==> config.mk <==
export PLATFORM = sky130hd
export DESIGN_NAME = mem_access_stage_flat
export DESIGN_NICKNAME = d
export VERILOG_FILES = /design/src/rtl/mem_access_stage_pkg.sv /design/src/rtl/mem_access_stage_if.sv /design/src/rtl/mem_access_stage_timeout_ctr.sv /design/src/rtl/mem_access_stage.sv /design/src/flat_wrapper.sv
export SDC_FILE = /design/constraint.sdc
export NUM_CORES = 1
export LEC_CHECK = 0
export ABC_AREA = 1
export BUFFER_PORTS_ARGS = -buffer_cell sky130_fd_sc_hd__buf_2
export CAP_MARGIN = 20
export CORE_ASPECT_RATIO = 1.75
export CORE_UTILIZATION = 44
export CTS_CLUSTER_SIZE = 16
export DETAILED_ROUTE_END_ITERATION = 8
export HOLD_SLACK_MARGIN = 0.06
export PLACE_DENSITY = 0.81
export SLEW_MARGIN = 15
export SYNTH_ARGS = -nofsm -noshare
export SYNTH_HDL_FRONTEND = slang
export SYNTH_SLANG_ARGS = --single-unit
==> constraint.sdc <==
create_clock -name clk -period 5 [get_ports clk]
set_input_delay 0.5 -clock clk [delete_from_list [all_inputs] [get_ports clk]]
set_output_delay 0.5 -clock clk [all_outputs]
set_load 0.05 [all_outputs]
==> src/rtl/mem_access_stage_pkg.sv <==
// Shared types and constants for the memory-access pipeline stage.
// Covers the FSM state encoding, the default timeout and the MEM/WB bundle widths.
package mem_access_stage_pkg;

    localparam int ARQ_W           = 16;
    localparam int REG_W           = 3;
    localparam int TIMEOUT_DEFAULT = 255;
    localparam int CTR_W           = 16;

    typedef enum logic [1:0] {
        IDLE   = 2'd0,
        REQ    = 2'd1,
        WAIT_R = 2'd2
    } mem_state_t;

endpackage

==> src/rtl/mem_access_stage_if.sv <==
// Data-memory request/grant/rvalid bus between the memory-access stage and the memory.
// The stage is the master; the memory model or controller is the slave.
interface mem_access_stage_if #(
    parameter int ARQ = 16
);
    logic           mem_req;
    logic           mem_we;
    logic [ARQ-1:0] mem_addr;
    logic [ARQ-1:0] mem_wdata;
    logic           mem_gnt;
    logic           mem_rvalid;
    logic [ARQ-1:0] mem_rdata;

    modport master (
        output mem_req, mem_we, mem_addr, mem_wdata,
        input  mem_gnt, mem_rvalid, mem_rdata
    );

    modport slave (
        input  mem_req, mem_we, mem_addr, mem_wdata,
        output mem_gnt, mem_rvalid, mem_rdata
    );
endinterface

==> src/rtl/mem_access_stage_timeout_ctr.sv <==
// Clear/enable cycle counter with a terminal-count flag.
// tc is high while the counter holds LIMIT-1, i.e. during the LIMIT-th enabled cycle.
module mem_timeout_ctr #(
    parameter int WIDTH = 16,
    parameter int LIMIT = 255
) (
    input  logic clk,
    input  logic rst,
    input  logic clr,
    input  logic en,
    output logic tc
);
    localparam logic [WIDTH-1:0] LAST = WIDTH'(LIMIT - 1);

    logic [WIDTH-1:0] count_q;
    logic [WIDTH-1:0] count_d;

    assign tc = (count_q == LAST);

    // Hold at the terminal value so the flag cannot wrap if enable lingers.
    always_comb begin
        count_d = count_q;
        if (clr) begin
            count_d = '0;
        end else if (en && !tc) begin
            count_d = count_q + 1'b1;
        end
    end

    always_ff @(posedge clk or negedge rst) begin
        if (!rst) begin
            count_q <= '0;
        end else begin
            count_q <= count_d;
        end
    end
endmodule

==> src/rtl/mem_access_stage.sv <==
// Memory-access pipeline stage: runs loads/stores over the req/gnt/rvalid bus,
// stalls upstream while an access is outstanding and registers the MEM/WB outputs.
module mem_access_stage
    import mem_access_stage_pkg::*;
#(
    parameter int ARQ     = ARQ_W,
    parameter int TIMEOUT = TIMEOUT_DEFAULT
) (
    input  logic             clk,
    input  logic             rst,
    input  logic             wb_enable_in,
    input  logic             rd_mem_en,
    input  logic             wr_mem_en,
    input  logic             mux_mem_in,
    input  logic             pc_en_in,
    input  logic [ARQ-1:0]   src1_in,
    input  logic [ARQ-1:0]   srcdest_in,
    input  logic [ARQ-1:0]   alu_result_in,
    input  logic [ARQ-1:0]   wb_imm_in,
    input  logic [REG_W-1:0] wb_dest_in,
    output logic             stall_out,
    mem_access_stage_if.master mem,
    output logic             wb_enable_out,
    output logic             pc_en_out,
    output logic [ARQ-1:0]   wb_data_out,
    output logic [ARQ-1:0]   wb_imm_out,
    output logic [REG_W-1:0] wb_dest_out,
    output logic             mem_err
);
    mem_state_t       state_q, state_d;
    logic [ARQ-1:0]   addr_q, addr_d, wdata_q, wdata_d, imm_lat_q, imm_lat_d;
    logic [REG_W-1:0] dest_lat_q, dest_lat_d;
    logic             we_q, we_d, wb_en_lat_q, wb_en_lat_d;
    logic             mux_lat_q, mux_lat_d, pc_en_lat_q, pc_en_lat_d;
    logic             wb_en_q, wb_en_d, pc_en_q, pc_en_d, err_q, err_d;
    logic [ARQ-1:0]   wb_data_q, wb_data_d, wb_imm_q, wb_imm_d;
    logic [REG_W-1:0] wb_dest_q, wb_dest_d;
    logic             tmo_tc;
    logic             unused_src1;

    assign unused_src1 = ^src1_in;

    mem_timeout_ctr #(
        .WIDTH (CTR_W),
        .LIMIT (TIMEOUT)
    ) u_timeout_ctr (
        .clk (clk),
        .rst (rst),
        .clr (state_q == IDLE),
        .en  (state_q != IDLE),
        .tc  (tmo_tc)
    );

    always_comb begin
        state_d     = state_q;
        addr_d      = addr_q;
        wdata_d     = wdata_q;
        we_d        = we_q;
        dest_lat_d  = dest_lat_q;
        wb_en_lat_d = wb_en_lat_q;
        mux_lat_d   = mux_lat_q;
        pc_en_lat_d = pc_en_lat_q;
        imm_lat_d   = imm_lat_q;
        wb_en_d     = wb_en_q;
        pc_en_d     = pc_en_q;
        wb_data_d   = wb_data_q;
        wb_imm_d    = wb_imm_q;
        wb_dest_d   = wb_dest_q;
        err_d       = 1'b0;
        unique case (state_q)
            IDLE: begin
                if (rd_mem_en && wr_mem_en) begin
                    // Illegal combination retires as a killed non-memory op.
                    err_d     = 1'b1;
                    wb_en_d   = 1'b0;
                    pc_en_d   = 1'b0;
                    wb_data_d = alu_result_in;
                    wb_imm_d  = wb_imm_in;
                    wb_dest_d = wb_dest_in;
                end else if (rd_mem_en || wr_mem_en) begin
                    addr_d      = alu_result_in;
                    wdata_d     = srcdest_in;
                    we_d        = wr_mem_en;
                    dest_lat_d  = wb_dest_in;
                    wb_en_lat_d = wb_enable_in;
                    mux_lat_d   = mux_mem_in;
                    pc_en_lat_d = pc_en_in;
                    imm_lat_d   = wb_imm_in;
                    wb_en_d     = 1'b0;
                    pc_en_d     = 1'b0;
                    state_d     = REQ;
                end else begin
                    wb_en_d   = wb_enable_in;
                    pc_en_d   = pc_en_in;
                    wb_data_d = alu_result_in;
                    wb_imm_d  = wb_imm_in;
                    wb_dest_d = wb_dest_in;
                end
            end
            REQ: begin
                if (mem.mem_gnt) begin
                    if (we_q) begin
                        wb_en_d   = wb_en_lat_q;
                        pc_en_d   = pc_en_lat_q;
                        wb_data_d = addr_q;
                        wb_imm_d  = imm_lat_q;
                        wb_dest_d = dest_lat_q;
                        state_d   = IDLE;
                    end else begin
                        state_d = WAIT_R;
                    end
                end else if (tmo_tc) begin
                    err_d   = 1'b1;
                    wb_en_d = 1'b0;
                    pc_en_d = 1'b0;
                    state_d = IDLE;
                end
            end
            WAIT_R: begin
                if (mem.mem_rvalid) begin
                    wb_en_d   = wb_en_lat_q;
                    pc_en_d   = pc_en_lat_q;
                    wb_data_d = mux_lat_q ? mem.mem_rdata : addr_q;
                    wb_imm_d  = imm_lat_q;
                    wb_dest_d = dest_lat_q;
                    state_d   = IDLE;
                end else if (tmo_tc) begin
                    err_d   = 1'b1;
                    wb_en_d = 1'b0;
                    pc_en_d = 1'b0;
                    state_d = IDLE;
                end
            end
            default: state_d = IDLE;
        endcase
    end

    always_ff @(posedge clk or negedge rst) begin
        if (!rst) begin
            state_q     <= IDLE;
            addr_q      <= '0;
            wdata_q     <= '0;
            we_q        <= 1'b0;
            dest_lat_q  <= '0;
            wb_en_lat_q <= 1'b0;
            mux_lat_q   <= 1'b0;
            pc_en_lat_q <= 1'b0;
            imm_lat_q   <= '0;
            wb_en_q     <= 1'b0;
            pc_en_q     <= 1'b0;
            wb_data_q   <= '0;
            wb_imm_q    <= '0;
            wb_dest_q   <= '0;
            err_q       <= 1'b0;
        end else begin
            state_q     <= state_d;
            addr_q      <= addr_d;
            wdata_q     <= wdata_d;
            we_q        <= we_d;
            dest_lat_q  <= dest_lat_d;
            wb_en_lat_q <= wb_en_lat_d;
            mux_lat_q   <= mux_lat_d;
            pc_en_lat_q <= pc_en_lat_d;
            imm_lat_q   <= imm_lat_d;
            wb_en_q     <= wb_en_d;
            pc_en_q     <= pc_en_d;
            wb_data_q   <= wb_data_d;
            wb_imm_q    <= wb_imm_d;
            wb_dest_q   <= wb_dest_d;
            err_q       <= err_d;
        end
    end

    // Request fields come straight from the latches, so they stay stable until gnt.
    assign mem.mem_req   = (state_q == REQ);
    assign mem.mem_we    = (state_q == REQ) && we_q;
    assign mem.mem_addr  = addr_q;
    assign mem.mem_wdata = wdata_q;

    assign stall_out     = (state_q != IDLE);
    assign wb_enable_out = wb_en_q;
    assign pc_en_out     = pc_en_q;
    assign wb_data_out   = wb_data_q;
    assign wb_imm_out    = wb_imm_q;
    assign wb_dest_out   = wb_dest_q;
    assign mem_err       = err_q;
endmodule

==> src/flat_wrapper.sv <==
// flat-port wrapper written by rule: the top's interface ports become plain ports
module mem_access_stage_flat import mem_access_stage_pkg::*;
#(
    parameter int ARQ     = ARQ_W,
    parameter int TIMEOUT = TIMEOUT_DEFAULT
)
  (clk, rst, wb_enable_in, rd_mem_en, wr_mem_en, mux_mem_in, pc_en_in, src1_in, srcdest_in, alu_result_in, wb_imm_in, wb_dest_in, stall_out, wb_enable_out, pc_en_out, wb_data_out, wb_imm_out, wb_dest_out, mem_err, mem_mem_req, mem_mem_we, mem_mem_addr, mem_mem_wdata, mem_mem_gnt, mem_mem_rvalid, mem_mem_rdata);
  mem_access_stage_if #(.ARQ(ARQ)) mem_i ();
  input  logic clk;
  input  logic rst;
  input  logic wb_enable_in;
  input  logic rd_mem_en;
  input  logic wr_mem_en;
  input  logic mux_mem_in;
  input  logic pc_en_in;
  input  logic [ARQ-1:0] src1_in;
  input  logic [ARQ-1:0] srcdest_in;
  input  logic [ARQ-1:0] alu_result_in;
  input  logic [ARQ-1:0] wb_imm_in;
  input  logic [REG_W-1:0] wb_dest_in;
  output logic stall_out;
  output logic wb_enable_out;
  output logic pc_en_out;
  output logic [ARQ-1:0] wb_data_out;
  output logic [ARQ-1:0] wb_imm_out;
  output logic [REG_W-1:0] wb_dest_out;
  output logic mem_err;
  output wire logic [$bits(mem_i.mem_req)-1:0] mem_mem_req;
  output wire logic [$bits(mem_i.mem_we)-1:0] mem_mem_we;
  output wire logic [$bits(mem_i.mem_addr)-1:0] mem_mem_addr;
  output wire logic [$bits(mem_i.mem_wdata)-1:0] mem_mem_wdata;
  input wire logic [$bits(mem_i.mem_gnt)-1:0] mem_mem_gnt;
  input wire logic [$bits(mem_i.mem_rvalid)-1:0] mem_mem_rvalid;
  input wire logic [$bits(mem_i.mem_rdata)-1:0] mem_mem_rdata;
  assign mem_mem_req = mem_i.mem_req;
  assign mem_mem_we = mem_i.mem_we;
  assign mem_mem_addr = mem_i.mem_addr;
  assign mem_mem_wdata = mem_i.mem_wdata;
  assign mem_i.mem_gnt = mem_mem_gnt;
  assign mem_i.mem_rvalid = mem_mem_rvalid;
  assign mem_i.mem_rdata = mem_mem_rdata;
  mem_access_stage #(.ARQ(ARQ), .TIMEOUT(TIMEOUT)) u_core (.clk(clk), .rst(rst), .wb_enable_in(wb_enable_in), .rd_mem_en(rd_mem_en), .wr_mem_en(wr_mem_en), .mux_mem_in(mux_mem_in), .pc_en_in(pc_en_in), .src1_in(src1_in), .srcdest_in(srcdest_in), .alu_result_in(alu_result_in), .wb_imm_in(wb_imm_in), .wb_dest_in(wb_dest_in), .stall_out(stall_out), .mem(mem_i), .wb_enable_out(wb_enable_out), .pc_en_out(pc_en_out), .wb_data_out(wb_data_out), .wb_imm_out(wb_imm_out), .wb_dest_out(wb_dest_out), .mem_err(mem_err));
endmodule
==> impl_metrics.py <==
metrics = {
    "power_and_ir_drop": {
        "leakagePower_nw": 3.34,
        "p_comb_frac": 0.574,
        "powerDensity_nw_per_um2": 830,
        "clkPwrFrac": 0.140,
        "p_seq_frac": 0.287,
        "switching_share": 0.529,
        "switchingPower_w": 0.00279,
        "ir_drop_mv": 0.449,
        "intPower_w": 0.00249,
    },
    "die": {
        "coreArea_um2": 11600,
        "start_util": 0.457,
        "die-height_um": 148,
        "die_area_um2": 12600,
        "row_count": 52,
        "io_pins": 165,
        "die_x_um": 85.2,
    },
    "routing": {
        "initialDrtViolationCount": 201,
        "drc": 0,
        "wl_per_cell_um": 14.6,
        "via_per_inst": 5.08,
        "vias": 4538,
        "postRouteAntennaNets": 0,
        "wl_um": 13100,
        "drtPass1Iterations": 4,
    },
    "critical_path": {
        "cpPeakStageDelay_ns": 0.45,
        "crit_fanout": 15,
        "r2r_end": "u_core.wb_data_out[6]",
        "cp_top_family": "buffers and inverters",
        "worstSetupPathType": "reg2out",
        "critPathSlowestCell": "inv_1",
        "critPathRequiredTime_ns": 4.50,
        "crit_path_end_kind": "output port",
        "reg2reg_depth": 8,
        "cpMostUsedCell": "inv_1",
        "critical_path_arrival_ns": 2.00,
        "path_buf_inv": 3,
        "r2r-start": "u_core.state_q[0]",
        "path_cells": "inv_1, ha_1, inv_1, buf_2",
        "cp.depth": 4,
        "reg2reg_slack_ns": 2.57,
        "crit_path_start_kind": "register",
    },
    "global_route": {
        "grt_max_degree": 71,
        "grt_use_total": 0.218,
        "gr-total-overflow": 0,
        "first_global_vias": 4649,
        "antenna_found_initial": 0,
        "grt_pass1_wl_um": 21400,
    },
    "timing": {
        "worst_pin_slew_ns": 0.931,
        "hold_violations": 0,
        "post-route-min-period_ns": 2.50,
        "clock_skew_ns": 0.00821,
        "finalWorstSetupSlack_ns": 2.50,
        "maxSlewHeadroom": 0.379,
        "slew_viol_final": 0,
        "fmax_ghz": 0.401,
        "fin_tns_setup_ns": 0,
        "hold-worst-slack_ns": 0.241,
        "period_share": 0.499,
        "rsz0062_at_grt": "no",
        "setup_viol": 0,
    },
    "place": {
        "place.detailed.hpwl_um": 9410,
        "place_congestion": 0.906,
        "place_area_um2": 6060,
        "io_buffers": 148,
        "place_ws_ns": 2.55,
    },
    "final_layout": {
        "final_common_cell": "buf_2",
        "layout_common_cells": "147 x buf_2, 141 x nand2_1, 111 x dfrtp_1",
        "area_growth_pct": 19.4,
        "finish.utilization": 0.546,
        "drive_gt1_frac": 0.261,
        "post-route-cell-area_um2": 6360,
        "insertedDiodeCount": 0,
        "fin_nets": 852,
    },
    "synth": {
        "synth_seq_area_share": 0.521,
        "synthCells": 623,
        "ys_warn_count": 0,
        "syn-num-nets": 721,
        "yosys.cell_types.count": 30,
        "synth.avg_cell_area_um2": 8.55,
        "yosys_register_bits": 111,
        "synth.cell_area_um2": 5330,
    },
    "clocking": {
        "clockBufferDepth": 2,
        "cts_tree": "done",
        "cts_root_buf": "clkbuf_16",
        "post_cts_buffers": 0,
        "clk_latency_ns": 0.35,
        "clock_sink_count": 111,
        "cts_resized": 0,
        "hold_buffers": 0,
        "cts_buffers": 9,
        "htreeDepth": 3,
        "cts.clk_slew.worst_paths_ns": 0.07,
    },
    "min_path": {
        "hold_class": "in2async",
    },
    "run": {
        "max-cap-violations": 0,
    },
    "outcome": {
        "status": "completed",
    },
}
## area by class of cell
cell class / count / area, µm²
clock inverter: 6 / 75.1
tap: 135 / 169
multi-input combinational: 409 / 2070
inverter: 71 / 267
sequential: 111 / 2780
fill: 1098 / 5290
clock buffer: 10 / 229
timing repair buffer: 152 / 773
## sequential cells by signal (all words and copies together), names as in the netlist, 2 cells and up
name / flops
u_core.state_q: 2
u_core.wb_imm_out: 16
u_core.mem.mem_addr: 16
u_core.wb_data_out: 16
u_core.imm_lat_q: 16
u_core.mem.mem_wdata: 16
u_core.wb_dest_out: 3
u_core.u_timeout_ctr.count_q: 16
u_core.dest_lat_q: 3
## metrics by stage
stage          total power (W)  cells
6_report               0.00528    894
3_5_place_dp           0.00459    878
2_1_floorplan          0.00399    623
5_1_grt                0.00566    894
4_1_cts                0.00534    894
3_3_place_gp           0.00450    878
## cell usage after synthesis, drive strengths merged
library cell  number  area, µm²
nand4              4       25.0
a21oi             17       85.1
a31oi              2       12.5
nand3             41        218
dfrtp            111       2780
clkbuf             5       18.8
buf               27        193
nor3               8       40.0
nand2            142        549
o31ai              2       15.0
or2                5       31.3
xor2               3       26.3
mux2              18        221
inv               71        267
o22ai             18        119
o21ai             83        415
nor2              60        238
ha                 6       75.1
## worst max path at each step
stage	startpoint	slack, ns	to
6_report	u_core.state_q[0]	2.50	stall_out
5_1_grt	u_core.state_q[0]	2.34	u_core.wb_data_out[8]
2_1_floorplan	u_core.state_q[1]	3.08	mem_mem_we
4_1_cts	u_core.state_q[0]	2.47	stall_out
3_3_place_gp	u_core.state_q[0]	2.58	u_core.wb_data_out[8]
3_5_place_dp	u_core.state_q[0]	2.55	u_core.wb_data_out[8]
## worst reg2reg max path: stages, from the launching register on
cell and delay [ns]:
dfrtp_1 0.41, inv_1 0.10, ha_1 0.51, inv_2 0.17, nor2_1 0.06, nor2_2 0.69
nor2_1 0.11, o22ai_1 0.17, o21ai_1 0.08
## power groups by stage
stage	registers (W)	logic, W	clock network, W
floorplan	0.00246	0.00153	0
global placement	0.00151	0.00300	0
CTS	0.00152	0.00306	0.000758
finish	0.00151	0.00303	0.000737
detailed placement	0.00153	0.00306	0
global route	0.00156	0.00332	0.000784
## logic make-up after synthesis
logic type      after synthesis  share of synthesized area
compound gates              122                      0.121
flops                       111                      0.521
xor+xnor                      3                    0.00493
buf+inv                     103                     0.0897
fa+ha+maj                     6                     0.0141
mux                          18                     0.0416
simple gates                260                      0.207
## per-layer routing
| metal | share of wire | vias to the layer above | GRT usage |
|---|---|---|---|
| li1 | - | 2268 | - |
| met2 | 0.54 | 132 | 0.409 |
| met1 | 0.38 | 2099 | 0.224 |
| met5 | 0 | - | 0 |
| met3 | 0.035 | 39 | 0.0385 |
| met4 | 0.043 | 0 | 0.118 |
No activity file was read; power rests on OpenSTA's default activity.
